### src/rtl/core_define.sv
// Shared core definitions: opcode classes, immediate extraction and reset defaults.
// Used by the fetch stage for static prediction and by decode for operand formation.
package core_define;

   localparam logic [31:0] RESET_PC_DEFAULT = 32'h0000_0000;

   // Major opcode field, instruction bits [6:2].
   localparam logic [4:0] ISTR_J  = 5'b11011;
   localparam logic [4:0] ISTR_BR = 5'b11000;

   function automatic logic [31:0] imm_j(input logic [31:0] istr);
      return {{12{istr[31]}}, istr[19:12], istr[20], istr[30:21], 1'b0};
   endfunction

   function automatic logic [31:0] imm_b(input logic [31:0] istr);
      return {{20{istr[31]}}, istr[7], istr[30:25], istr[11:8], 1'b0};
   endfunction

endpackage

### src/rtl/core_if_fifo.sv
// Small synchronous FIFO with flush; head is read straight from the storage registers.
// Depth must be a power of two so the pointers wrap naturally.
module core_if_fifo #(
   parameter int unsigned Width = 32,
   parameter int unsigned Depth = 2,
   localparam int unsigned Aw = (Depth > 1) ? $clog2(Depth) : 1,
   localparam int unsigned Cw = Aw + 1
) (
   input  logic             clk_i,
   input  logic             rst_i,
   input  logic             flush_i,
   input  logic             push_i,
   input  logic [Width-1:0] data_i,
   input  logic             pop_i,
   output logic [Width-1:0] head_o,
   output logic [Cw-1:0]    count_o
);

   logic [Width-1:0] mem_q [Depth];
   logic [Aw-1:0]    wr_q, rd_q;
   logic [Cw-1:0]    cnt_q, cnt_d;

   always_comb begin
      cnt_d = cnt_q;
      if (push_i && !pop_i) begin
         cnt_d = cnt_q + Cw'(1);
      end else if (pop_i && !push_i) begin
         cnt_d = cnt_q - Cw'(1);
      end
   end

   always_ff @(posedge clk_i) begin
      if (rst_i || flush_i) begin
         wr_q  <= '0;
         rd_q  <= '0;
         cnt_q <= '0;
      end else begin
         if (push_i) wr_q <= wr_q + Aw'(1);
         if (pop_i)  rd_q <= rd_q + Aw'(1);
         cnt_q <= cnt_d;
      end
   end

   always_ff @(posedge clk_i) begin
      if (push_i && !rst_i && !flush_i) begin
         mem_q[wr_q] <= data_i;
      end
   end

   assign head_o  = mem_q[rd_q];
   assign count_o = cnt_q;

endmodule

### src/rtl/core_if.sv
// Instruction-fetch stage: credit-limited in-order fetch, static branch prediction,
// instruction buffer towards decode, and wrong-path squashing on flush or predicted jump.
module core_if
   import core_define::*;
#(
   parameter logic [31:0] RESET_PC   = RESET_PC_DEFAULT,
   parameter int unsigned FIFO_DEPTH = 2
) (
   input  logic        clk,
   input  logic        rest,
   output logic        ib_req_valid,
   input  logic        ib_req_ready,
   output logic [31:0] ib_req_addr,
   input  logic        ib_resp_valid,
   input  logic [31:0] ib_resp_data,
   input  logic        ex_flush_en,
   input  logic [31:0] ex_flush_pc,
   output logic        fd_valid,
   input  logic        fd_ready,
   output logic [31:0] fd_istr,
   output logic [31:0] fd_pc,
   output logic        fd_jump
);

   localparam int unsigned Cw      = $clog2(FIFO_DEPTH) + 1;
   localparam logic [Cw:0] Credits = (Cw + 1)'(FIFO_DEPTH);

   logic [31:0]   pc_q, pc_d;
   logic [Cw-1:0] drop_q, drop_d;
   logic [Cw-1:0] tag_cnt, ifq_cnt;
   logic [31:0]   tag_pc;
   logic [64:0]   ifq_head;
   logic          accept, keep, pred, fd_pop;
   logic [31:0]   target;
   logic          unused_flush_lo;

   assign unused_flush_lo = ^ex_flush_pc[1:0];

   // The tag FIFO holds one PC per outstanding request, so its count is the outstanding count.
   assign ib_req_valid = !rest && !ex_flush_en && (({1'b0, tag_cnt} + {1'b0, ifq_cnt}) < Credits);
   assign ib_req_addr  = pc_q;
   assign accept       = ib_req_valid && ib_req_ready;
   assign keep         = ib_resp_valid && (drop_q == '0) && !ex_flush_en;

   always_comb begin
      logic is_jal, is_br;
      is_jal = ib_resp_data[6:2] == ISTR_J;
      is_br  = (ib_resp_data[6:2] == ISTR_BR) && ib_resp_data[31];
      pred   = is_jal || is_br;
      target = tag_pc + (is_jal ? imm_j(ib_resp_data) : imm_b(ib_resp_data));
   end

   always_comb begin
      pc_d   = pc_q;
      drop_d = drop_q;
      if (ex_flush_en) begin
         pc_d   = {ex_flush_pc[31:2], 2'b00};
         drop_d = (ib_resp_valid && tag_cnt != '0) ? tag_cnt - Cw'(1) : tag_cnt;
      end else if (keep && pred) begin
         // Everything still in flight, including a request accepted now, is wrong-path.
         pc_d   = target;
         drop_d = tag_cnt - Cw'(1) + Cw'(accept);
      end else begin
         if (accept) pc_d = pc_q + 32'd4;
         if (ib_resp_valid && drop_q != '0) drop_d = drop_q - Cw'(1);
      end
   end

   always_ff @(posedge clk) begin
      if (rest) begin
         pc_q   <= RESET_PC;
         drop_q <= '0;
      end else begin
         pc_q   <= pc_d;
         drop_q <= drop_d;
      end
   end

   core_if_fifo #(
      .Width(32),
      .Depth(FIFO_DEPTH)
   ) u_tagq (
      .clk_i  (clk),
      .rst_i  (rest),
      .flush_i(1'b0),
      .push_i (accept),
      .data_i (pc_q),
      .pop_i  (ib_resp_valid),
      .head_o (tag_pc),
      .count_o(tag_cnt)
   );

   core_if_fifo #(
      .Width(65),
      .Depth(FIFO_DEPTH)
   ) u_ifq (
      .clk_i  (clk),
      .rst_i  (rest),
      .flush_i(ex_flush_en),
      .push_i (keep),
      .data_i ({ib_resp_data, tag_pc, pred}),
      .pop_i  (fd_pop),
      .head_o (ifq_head),
      .count_o(ifq_cnt)
   );

   assign fd_valid = ifq_cnt != '0;
   assign fd_pop   = fd_valid && fd_ready;
   assign {fd_istr, fd_pc, fd_jump} = fd_valid ? ifq_head : 65'd0;

endmodule

### config.mk
export PLATFORM = sky130hd
export DESIGN_NAME = core_if
export DESIGN_NICKNAME = d
export VERILOG_FILES = /design/src/rtl/core_define.sv /design/src/rtl/core_if_fifo.sv /design/src/rtl/core_if.sv
export SDC_FILE = /design/constraint.sdc
export NUM_CORES = 1
export LEC_CHECK = 0
export BUFFER_PORTS_ARGS = -buffer_cell sky130_fd_sc_hd__buf_2
export CAP_MARGIN = 30
export CORE_MARGIN = 2
export CORE_UTILIZATION = 45
export DETAILED_ROUTE_END_ITERATION = 6
export PLACE_DENSITY_LB_ADDON = 0.25
export SYNTH_ARGS = -nofsm -noshare
export SYNTH_HDL_FRONTEND = slang
export SYNTH_HIERARCHICAL = 1
export SYNTH_SLANG_ARGS = --single-unit
export TNS_END_PERCENT = 100
### constraint.sdc
create_clock -name clk -period 5.6 [get_ports clk]
set_input_delay 0.84 -clock clk [delete_from_list [all_inputs] [get_ports clk]]
set_output_delay 0.84 -clock clk [all_outputs]
set_load 0.05 [all_outputs]
After elaboration in Yosys (flattened, before gate mapping)
Memory sizes are Yosys's and may differ from the RTL's. A register that Yosys moved wholly into a read port is not among the register bits. Cells that the tools add are included.

Add/subtract/negate cells: 13. $mul: 0. Divide/modulo/power cells: 0. $lt $le $gt $ge: 1. Equality and inequality tests: 2. Shift operators: 0. Muxes and demuxes: 21. Bitwise logic cells: 0. Reduce and logical (&&, ||, !) cells: 35.

Operators by type and width (count): $mux W32 (3); $mux W65 (1); $add A32 B3 Y32 const B (1); $add A32 B32 Y32 (1); $mux W20 (1); $logic_and A1 B1 Y1 (17); $mux W2 (8); $reduce_bool A2 Y1 (6); $eq A5 B5 Y1 const B (2); $mux W1 (8); $logic_not A1 Y1 (6); $reduce_bool A3 Y1 (2); $sub A2 B1 Y2 const B (3); $add A1 B1 Y1 const B (4); $add A2 B1 Y2 const B (2); $add A2 B2 Y3 (1); $lt A3 B2 Y1 const B (1); $add A2 B1 Y2 (1); $logic_not A2 Y1 (1); $logic_or A1 B1 Y1 (2); $reduce_or A2 Y1 (1).

Register bits after elaboration: 42. Latch bits: 0. Memory bits (writable): 194. Bits in read-only memories: 0. Output and inout port bits: 99. Memories: 2.

Memory list: u_ifq.mem_q (depth 2, bits a word 65, rd ports 1, clocked after memory_dff 1, write ports 1, line core_if_fifo.sv:19) `logic [Width-1:0] mem_q [Depth];`; u_tagq.mem_q (depth 2, bits a word 32, rd ports 1, clocked after memory_dff 1, write ports 1, line core_if_fifo.sv:19).

Longest topological paths before layout
Gate-level depths: netlist of the first run.

Depth in word-level cells: 8. Mapped depth: 14.

By module
The synthesis of the first run kept the hierarchy.

By module, submodules not included: core_if_fifo at u_ifq (times used 1, cells each 224, area each 4916.0 um^2, sequential area each 4003.8 um^2); core_if (times used 1, cells each 657, area each 4829.6 um^2, sequential area each 680.7 um^2); core_if_fifo at u_tagq (times used 1, cells each 122, area each 2528.7 um^2, sequential area each 2021.9 um^2).

Least setup slack after synthesis of the first run
Ideal clock, no wire load.

Path kind: input to register. From: input port ex_flush_en. To: memory u_tagq.mem_q[0][0], enable pin. Arrival: 4228 ps. Setup slack: 951 ps. Cell stages on the path: 7. Buffers on the path: 2. Cells stage by stage: buf_2 > nor4_2 > nand2_1 > inv_1 > buf_2 > nand2_1 > nor2_1.

Cells in the longest elaborated chain, start to end: 7.

RTL lines: from (decl) (line core_if.sv:16) `input logic ex_flush_en,`; $logic_not A1 Y1 (line core_if.sv:40) `assign ib_req_valid = !rest && !ex_flush_en && (({1'b0, tag_cnt} + {1'b0, ifq_cnt}) < Credits);`; $logic_and A1 B1 Y1 (2 in series) (line core_if.sv:40); net ib_req_valid (line core_if.sv:11) `output logic ib_req_valid,`; $logic_and A1 B1 Y1 (line core_if.sv:42) `assign accept = ib_req_valid && ib_req_ready;`; net accept (line core_if.sv:33) `logic accept, keep, pred, fd_pop;`; $logic_and A1 B1 Y1 (line core_if_fifo.sv:45) `if (push_i && !rst_i && !flush_i) begin`; $mux W1 (line core_if_fifo.sv:45); $mux W1 (implied by the code) (line core_if_fifo.sv:46) `mem_q[wr_q] <= data_i;`; to (decl) (line core_if_fifo.sv:19).

The timed path passes the listed nets, and every way through them passes these cells.

Worst setup path in the final report of the first run
From: input port ib_resp_data[4]. To: register pc_q[25] (netlist: ib_req_addr[25]).

Cells in the longest elaborated chain, start to end: 6.

RTL lines: from (decl) (line core_if.sv:15) `input logic [31:0] ib_resp_data,`; branches (longest 6 deep; another with $add A32 B32 Y32); to (signal assigned) (line core_if.sv:74) `pc_q <= pc_d;`; to (decl) (line core_if.sv:28) `logic [31:0] pc_q, pc_d;`.

Several ways; the timed one is not identified. A chain may end at the register's enable or synchronous reset.

==> impl_metrics.py, run 1 <==
metrics = {
    "run_status": {
        "status": "completed",
    },
    "layout": {
        "syn2layout_area_growth_pct": 16.4,
        "final_layout_size_suffix_gt1_share_pct": 28.7,
        "layoutNonFillerInstCount": 1525,
        "fillers": 2394,
        "register_area_sq_um": 6710,
        "antenna_cells": 0,
        "final_area_sq_um": 14300,
        "multi_input_area_sq_um": 5260,
        "finalNetCount": 1276,
    },
    "global_routing": {
        "gr-total-overflow": 0,
        "antenna_found_initial": 0,
        "grt_util_met2_pct": 35.3,
        "track_usage_pct": 22.4,
        "met1_usage_pct": 31.5,
        "grt_pass1_vias": 8435,
        "busiest_layer": "met2",
        "grt_start_max_net_pins": 53,
        "grt_pass1_wl_mm": 49.1,
        "grt.met3_usage_pct": 3.78,
    },
    "floorplanning": {
        "die_h_um": 169,
        "io_pins": 169,
        "core-area_sq_um": 26900,
        "rows": 60,
        "initial_utilization_pct": 45.7,
        "fp.dieW_um": 169,
        "dieArea_sq_um": 28600,
    },
    "hold_path": {
        "hold_path.class": "flip-flop to flip-flop",
    },
    "worst_setup_path": {
        "required_ns": 6.05,
        "endpoint_kind": "flip-flop",
        "cp_num_buf_inv": 1,
        "worst-path-max-fanout": 5,
        "crit_chain": "buf_2 -> nand3b_1 -> nor2_1 -> mux2_2 -> ha_1 -> fa_1 -> a211oi_2 -> nor3_1 -> o31ai_1 -> a21oi_1 -> and2_1 -> or4_1 -> a311oi_1",
        "worstPathArrival_ns": 4.68,
        "critical_path_class": "input port to flip-flop",
        "critPathMaxStageDelay_ns": 0.51,
        "cp_slowest_cell": "or4_1",
        "cp-start-kind": "input port",
        "path_delay_family": "simple AND/OR/NAND/NOR gates",
    },
    "timing": {
        "worstMarginPinSlew_ns": 0.878,
        "fin_tns_setup_ns": 0,
        "hold_viol": 0,
        "rsz0062_at_grt": "false",
        "finalClockSkew_ns": 0.0131,
        "finalCritPeriodShare_pct": 75.6,
        "slew_violations": 0,
        "period_minus_slack_ns": 4.23,
        "relSlewSlack_pct": 41.3,
        "clock.fmax_mhz": 236,
        "setup_viol": 0,
    },
    "logic_synthesis": {
        "ys_async_sr_fraction_pct": 0,
        "synth_seq_cells": 238,
        "yosysSeqAreaShare_pct": 54.6,
        "yosys.area_share.xor_xnor_pct": 3.43,
        "synth_compound_area_share_pct": 12.4,
        "yosys.area_share.simple_pct": 12.7,
        "yosysUniqueCellTypes": 73,
        "synth_top_family_by_area": "simple AND/OR/NAND/NOR gates",
        "synth_edf_count": 194,
        "yosys-mux-area-fraction_pct": 9.79,
        "synth_area_sq_um": 12300,
        "syn_inst": 1003,
        "synthFlopType": "edfxtp_1",
        "syn_avg_cell_area_sq_um": 12.2,
        "synthAdderAreaFrac_pct": 4.30,
        "ys_warn_count": 6,
    },
    "power": {
        "power.leakage_nw": 5.48,
        "powerDensity_nw_per_um2": 304,
        "ir_drop_uv": 335,
    },
    "cts": {
        "cts_resized": 0,
        "htree_levels": 1,
        "post_cts_buffers": 0,
        "cts_tree": "built",
        "clock_sinks": 238,
        "clockBufferDepth": 3,
        "path_clk_slew_ns": 0.06,
        "numCtsBuffers": 26,
        "clk_latency_ns": 0.54,
        "postCtsHoldBufs": 0,
        "clockRootBuffer": "clkbuf_16",
    },
    "run": {
        "drv_cap": 0,
    },
    "place": {
        "dp_cells": 1478,
        "dpl.hpwl_mm": 22.7,
        "dpl_cell_area_sq_um": 13400,
        "gp_congestion": 0.928,
        "port_buffers": 166,
    },
    "route": {
        "drc": 0,
        "detail_route.first_pass.iterations": 5,
        "viasPerCell": 5.75,
        "first_iter_violations": 727,
        "num_vias": 8764,
        "drtAntennaViolNets": 0,
        "drt-total-wl_mm": 32.4,
        "wire_per_inst_um": 21.2,
    },
}
[per-layer routing]
layer / wire length, um / up-vias
met5: 0 / -
met4: 1130 / 0
met3: 2090 / 61
met2: 14600 / 330
met1: 14600 / 4230
li1: - / 4143
[flip-flops by register name, indices dropped and copies added (netlist names), named ones only]
signal / flops
u_tagq/wr_q: 1
ib_req_addr: 30
u_ifq/wr_q: 1
u_tagq/mem_q: 64
u_ifq/count_o: 2
drop_q: 2
u_tagq/rd_q: 1
u_ifq/rd_q: 1
u_ifq/mem_q: 130
u_tagq/count_o: 2
[logic make-up (layout without fill, tap and decap cells)]
family	Yosys count	after routing
AND/OR/NAND/NOR	284	284
flip-flops	238	238
AO/OA/AOI/OAI	216	216
multiplexers	107	107
buffers and inverters	68	245
XOR/XNOR	48	48
adder cells (fa/ha/maj)	41	41
other	1	5
[cells in the mapped netlist (5+ instances only)]
| cell type | number | area [sq um] |
|---|---|---|
| buf_6 | 9 | 101 |
| ha_1 | 39 | 488 |
| buf_2 | 6 | 30.0 |
| dfxtp_1 | 44 | 881 |
| nand4_1 | 18 | 113 |
| edfxtp_1 | 194 | 5830 |
| a211oi_1 | 16 | 120 |
| a21oi_1 | 46 | 230 |
| clkbuf_1 | 33 | 124 |
| nor3_1 | 37 | 185 |
| a31oi_1 | 8 | 50.1 |
| a22oi_1 | 12 | 90.1 |
| and3_1 | 10 | 62.6 |
| o21ai_0 | 22 | 110 |
| a221oi_1 | 5 | 43.8 |
| mux2_2 | 102 | 1150 |
| o31ai_1 | 10 | 75.1 |
| nand3_1 | 18 | 90.1 |
| xnor2_1 | 27 | 236 |
| nor2b_1 | 7 | 43.8 |
| o221ai_1 | 5 | 43.8 |
| xor2_1 | 21 | 184 |
| and2_1 | 71 | 444 |
| or3_1 | 9 | 56.3 |
| o21a_1 | 5 | 37.5 |
| nor2_1 | 43 | 161 |
| and4_1 | 6 | 52.6 |
| o22ai_1 | 7 | 43.8 |
| inv_1 | 18 | 67.6 |
| a21o_1 | 34 | 255 |
| o21bai_1 | 11 | 82.6 |
| nand2_1 | 42 | 158 |
[layout by cell type, fill, tap and decap left out, types with 10 or more instances in the layout]
master     count
clkbuf_16     26
inv_1         18
edfxtp_1     194
o31ai_1       10
a211oi_1      16
xor2_1        21
buf_2        166
buf_4         12
dfxtp_1       43
mux2_2       102
o21ai_0       22
xnor2_1       27
and2_1        71
nand4_1       18
nor3_1        37
nor2_1        41
ha_1          39
nand2_1       42
a22oi_1       12
a21oi_1       46
nand3_1       18
a21o_1        34
o21bai_1      11
[path summary, 6_finish.rpt]
| check | start | endpoint | slack (ns) | cells past startpoint |
|---|---|---|---|---|
| setup / recovery | ib_resp_data[4] | ib_req_addr[25]$_SDFFE_PP0P_ | 1.37 | 13 |
| hold / removal | flip-flop | u_tagq/mem_q[1][1]$_DFFE_PP_ | 0.48 | 0 |
| setup reg to reg | flip-flop | ib_req_addr[25]$_SDFFE_PP0P_ | 1.49 | 10 |
| hold reg to reg | flip-flop | u_tagq/mem_q[1][1]$_DFFE_PP_ | 0.48 | 0 |
[power by group]
group          total [W]  switching, W  internal (W)
Clock            0.00173      0.000680       0.00105
Sequential       0.00199     0.0000472       0.00194
Combinational   0.000631      0.000424      0.000207
[metrics by stage]
step	setup WS, ns	hold WS (ns)	util, %	total power, W
after floorplan	0.951	0.485	-	0.00247
after global placement	0.942	0.456	49.9	0.00265
after detailed placement	0.865	0.467	49.9	0.00265
after CTS	1.45	0.479	53.2	0.00438
after global routing	1.19	0.479	53.2	0.00450
final	1.37	0.477	53.2	0.00435
[final cells by class]
class / instances / share of cell area, %
Tap cell: 341 / 2.99
Clock inverter: 8 / 0.858
Timing Repair Buffer: 180 / 6.73
Multi-Input combinational cell: 701 / 36.8
Inverter: 18 / 0.473
Sequential cell: 238 / 47.0
Clock buffer: 39 / 5.18
[worst reg2reg max path: stages (launching register included)]
cell and delay, ns:
dfxtp_1 0.83, mux2_2 0.45, ha_1 0.24, fa_1 0.44, a211oi_2 0.33, nor3_1 0.11
o31ai_1 0.36, a21oi_1 0.22, and2_1 0.26, or4_1 0.51, a311oi_1 0.28
No activity file was read; power rests on OpenSTA's default activity.
==> inputs of run 2 (changes only) <==
- clock period: 5.6 -> 3.72 ns (I/O delays scaled with it)
==> impl_metrics.py, run 2 (same netlist as run 1, synthesis figures left out) <==
metrics = {
    "cts": {
        "cts_tree": "built",
        "clock_sinks": 238,
        "clockRootBuffer": "clkbuf_16",
        "postCtsHoldBufs": 0,
        "clk_latency_ns": 0.53,
        "post_cts_buffers": 0,
        "path_clk_slew_ns": 0.06,
        "numCtsBuffers": 26,
        "htree_levels": 1,
        "clockBufferDepth": 3,
    },
    "timing": {
        "hold_ws_ns": 0.212,
        "hold_viol": 0,
        "setup_slack_ns": 0.226,
        "setup_viol": 0,
        "slew_violations": 0,
        "finalClockSkew_ns": 0.00845,
        "relSlewSlack_pct": 58.0,
        "period_minus_slack_ns": 3.49,
        "worstMarginPinSlew_ns": 0.630,
        "clock.fmax_mhz": 286,
        "finalCritPeriodShare_pct": 93.9,
        "rsz0062_at_grt": "false",
    },
    "worst_setup_path": {
        "worstPathArrival_ns": 3.94,
        "critPathMaxStageDelay_ns": 0.49,
        "cp_num_buf_inv": 1,
        "path_delay_family": "simple AND/OR/NAND/NOR gates",
        "critical_path_class": "input port to flip-flop",
        "cp_slowest_cell": "or4_1",
        "required_ns": 4.17,
        "endpoint_kind": "flip-flop",
        "cp-start-kind": "input port",
        "critPathLaunch": "ib_resp_data[4]",
        "crit_chain": "buf_2 -> nand3b_1 -> nor2_4 -> mux2_2 -> ha_1 -> fa_1 -> a211oi_2 -> nor3_1 -> o31ai_1 -> a21oi_1 -> and2_1 -> or4_1 -> a311oi_1",
        "worst-path-max-fanout": 3,
    },
    "power": {
        "ir_drop_uv": 293,
        "power.leakage_nw": 5.69,
        "powerDensity_nw_per_um2": 437,
    },
    "floorplanning": {
        "die_h_um": 169,
        "initial_utilization_pct": 45.7,
        "io_pins": 169,
        "fp.dieW_um": 169,
        "dieArea_sq_um": 28600,
        "rows": 60,
        "core-area_sq_um": 26900,
    },
    "layout": {
        "largest_register_ffs": 130,
        "layout_commonest_cell": "edfxtp_1",
        "final_cell_mix": "194 x edfxtp_1, 166 x buf_2, 102 x mux2_2",
        "register_area_sq_um": 6710,
        "regMostFlops": "u_ifq/mem_q",
        "fillers": 2325,
        "syn2layout_area_growth_pct": 19.2,
        "finalNetCount": 1326,
        "final_layout_size_suffix_gt1_share_pct": 31.9,
        "post-route-util_pct": 54.4,
        "layoutNonFillerInstCount": 1576,
        "multi_input_area_sq_um": 5280,
        "antenna_cells": 0,
    },
    "place": {
        "dp_cells": 1528,
        "dpl.hpwl_mm": 24.0,
        "gp_congestion": 0.944,
        "dp_slack_ns": -0.303,
        "port_buffers": 166,
    },
    "route": {
        "viasPerCell": 5.65,
        "num_vias": 8905,
        "first_iter_violations": 700,
        "drc": 0,
        "wire_per_inst_um": 20.8,
        "drt-total-wl_mm": 32.8,
        "drtAntennaViolNets": 0,
        "detail_route.first_pass.iterations": 5,
    },
    "run": {
        "drv_cap": 0,
    },
    "global_routing": {
        "track_usage_pct": 22.8,
        "grt_start_max_net_pins": 53,
        "grt_pass1_vias": 8660,
        "gr-total-overflow": 0,
        "grt_pass1_wl_mm": 50.3,
        "antenna_found_initial": 0,
    },
    "run_status": {
        "status": "completed",
    },
    "hold_path": {
        "worstHoldStart": "ib_resp_data[0]",
        "hold_path.class": "input port to flip-flop",
    },
}
run 2: power breakdown:
| group | switching, W | internal, W |
|---|---|---|
| Sequential | 0.0000678 | 0.00293 |
| Combinational | 0.000655 | 0.000349 |
| Clock | 0.00103 | 0.00136 |
run 2: per-layer routing:
metal,track usage (%),vias to the layer above,part of all wire [%]
li1,-,4235,-
met2,37.3,295,47
met3,3.50,44,6.1
met4,6.13,0,2.1
met5,0,-,0
met1,31.9,4331,45
run 2: timing repair:
item	CTS	global route
setup endpoints to repair	0	3
gates resized for setup	0	3
hold endpoints to repair	0	0
run 2: area by class of cell:
| type | instances | share of cell area [%] |
|---|---|---|
| tap | 341 | 2.92 |
| sequential | 238 | 45.9 |
| clock buffer | 35 | 4.96 |
| inverter | 18 | 0.462 |
| timing repair buffer | 230 | 9.25 |
| clock inverter | 13 | 0.445 |
| multi-input combinational | 701 | 36.1 |
run 2: path summary, 6_finish.rpt:
kind              slack, ns                      endpoint  depth (start not counted)
hold reg to reg        0.48  u_tagq/mem_q[1][0]$_DFFE_PP_                          0
setup / recovery       0.23  ib_req_addr[25]$_SDFFE_PP0P_                         13
setup reg to reg       0.25  ib_req_addr[25]$_SDFFE_PP0P_                         10
hold / removal         0.21  u_ifq/mem_q[0][33]$_DFFE_PP_                          1
run 2: stage by stage:
stage / TNS (ns) / power [W] / area (sq um)
3_5_place_dp: -1.23 / 0.00405 / 13800
4_1_cts: 0 / 0.00644 / 14600
6_report: 0 / 0.00639 / 14600
5_1_grt: 0 / 0.00662 / 14600
2_1_floorplan: 0 / 0.00372 / 12300
3_3_place_gp: -0.477 / 0.00404 / 13800
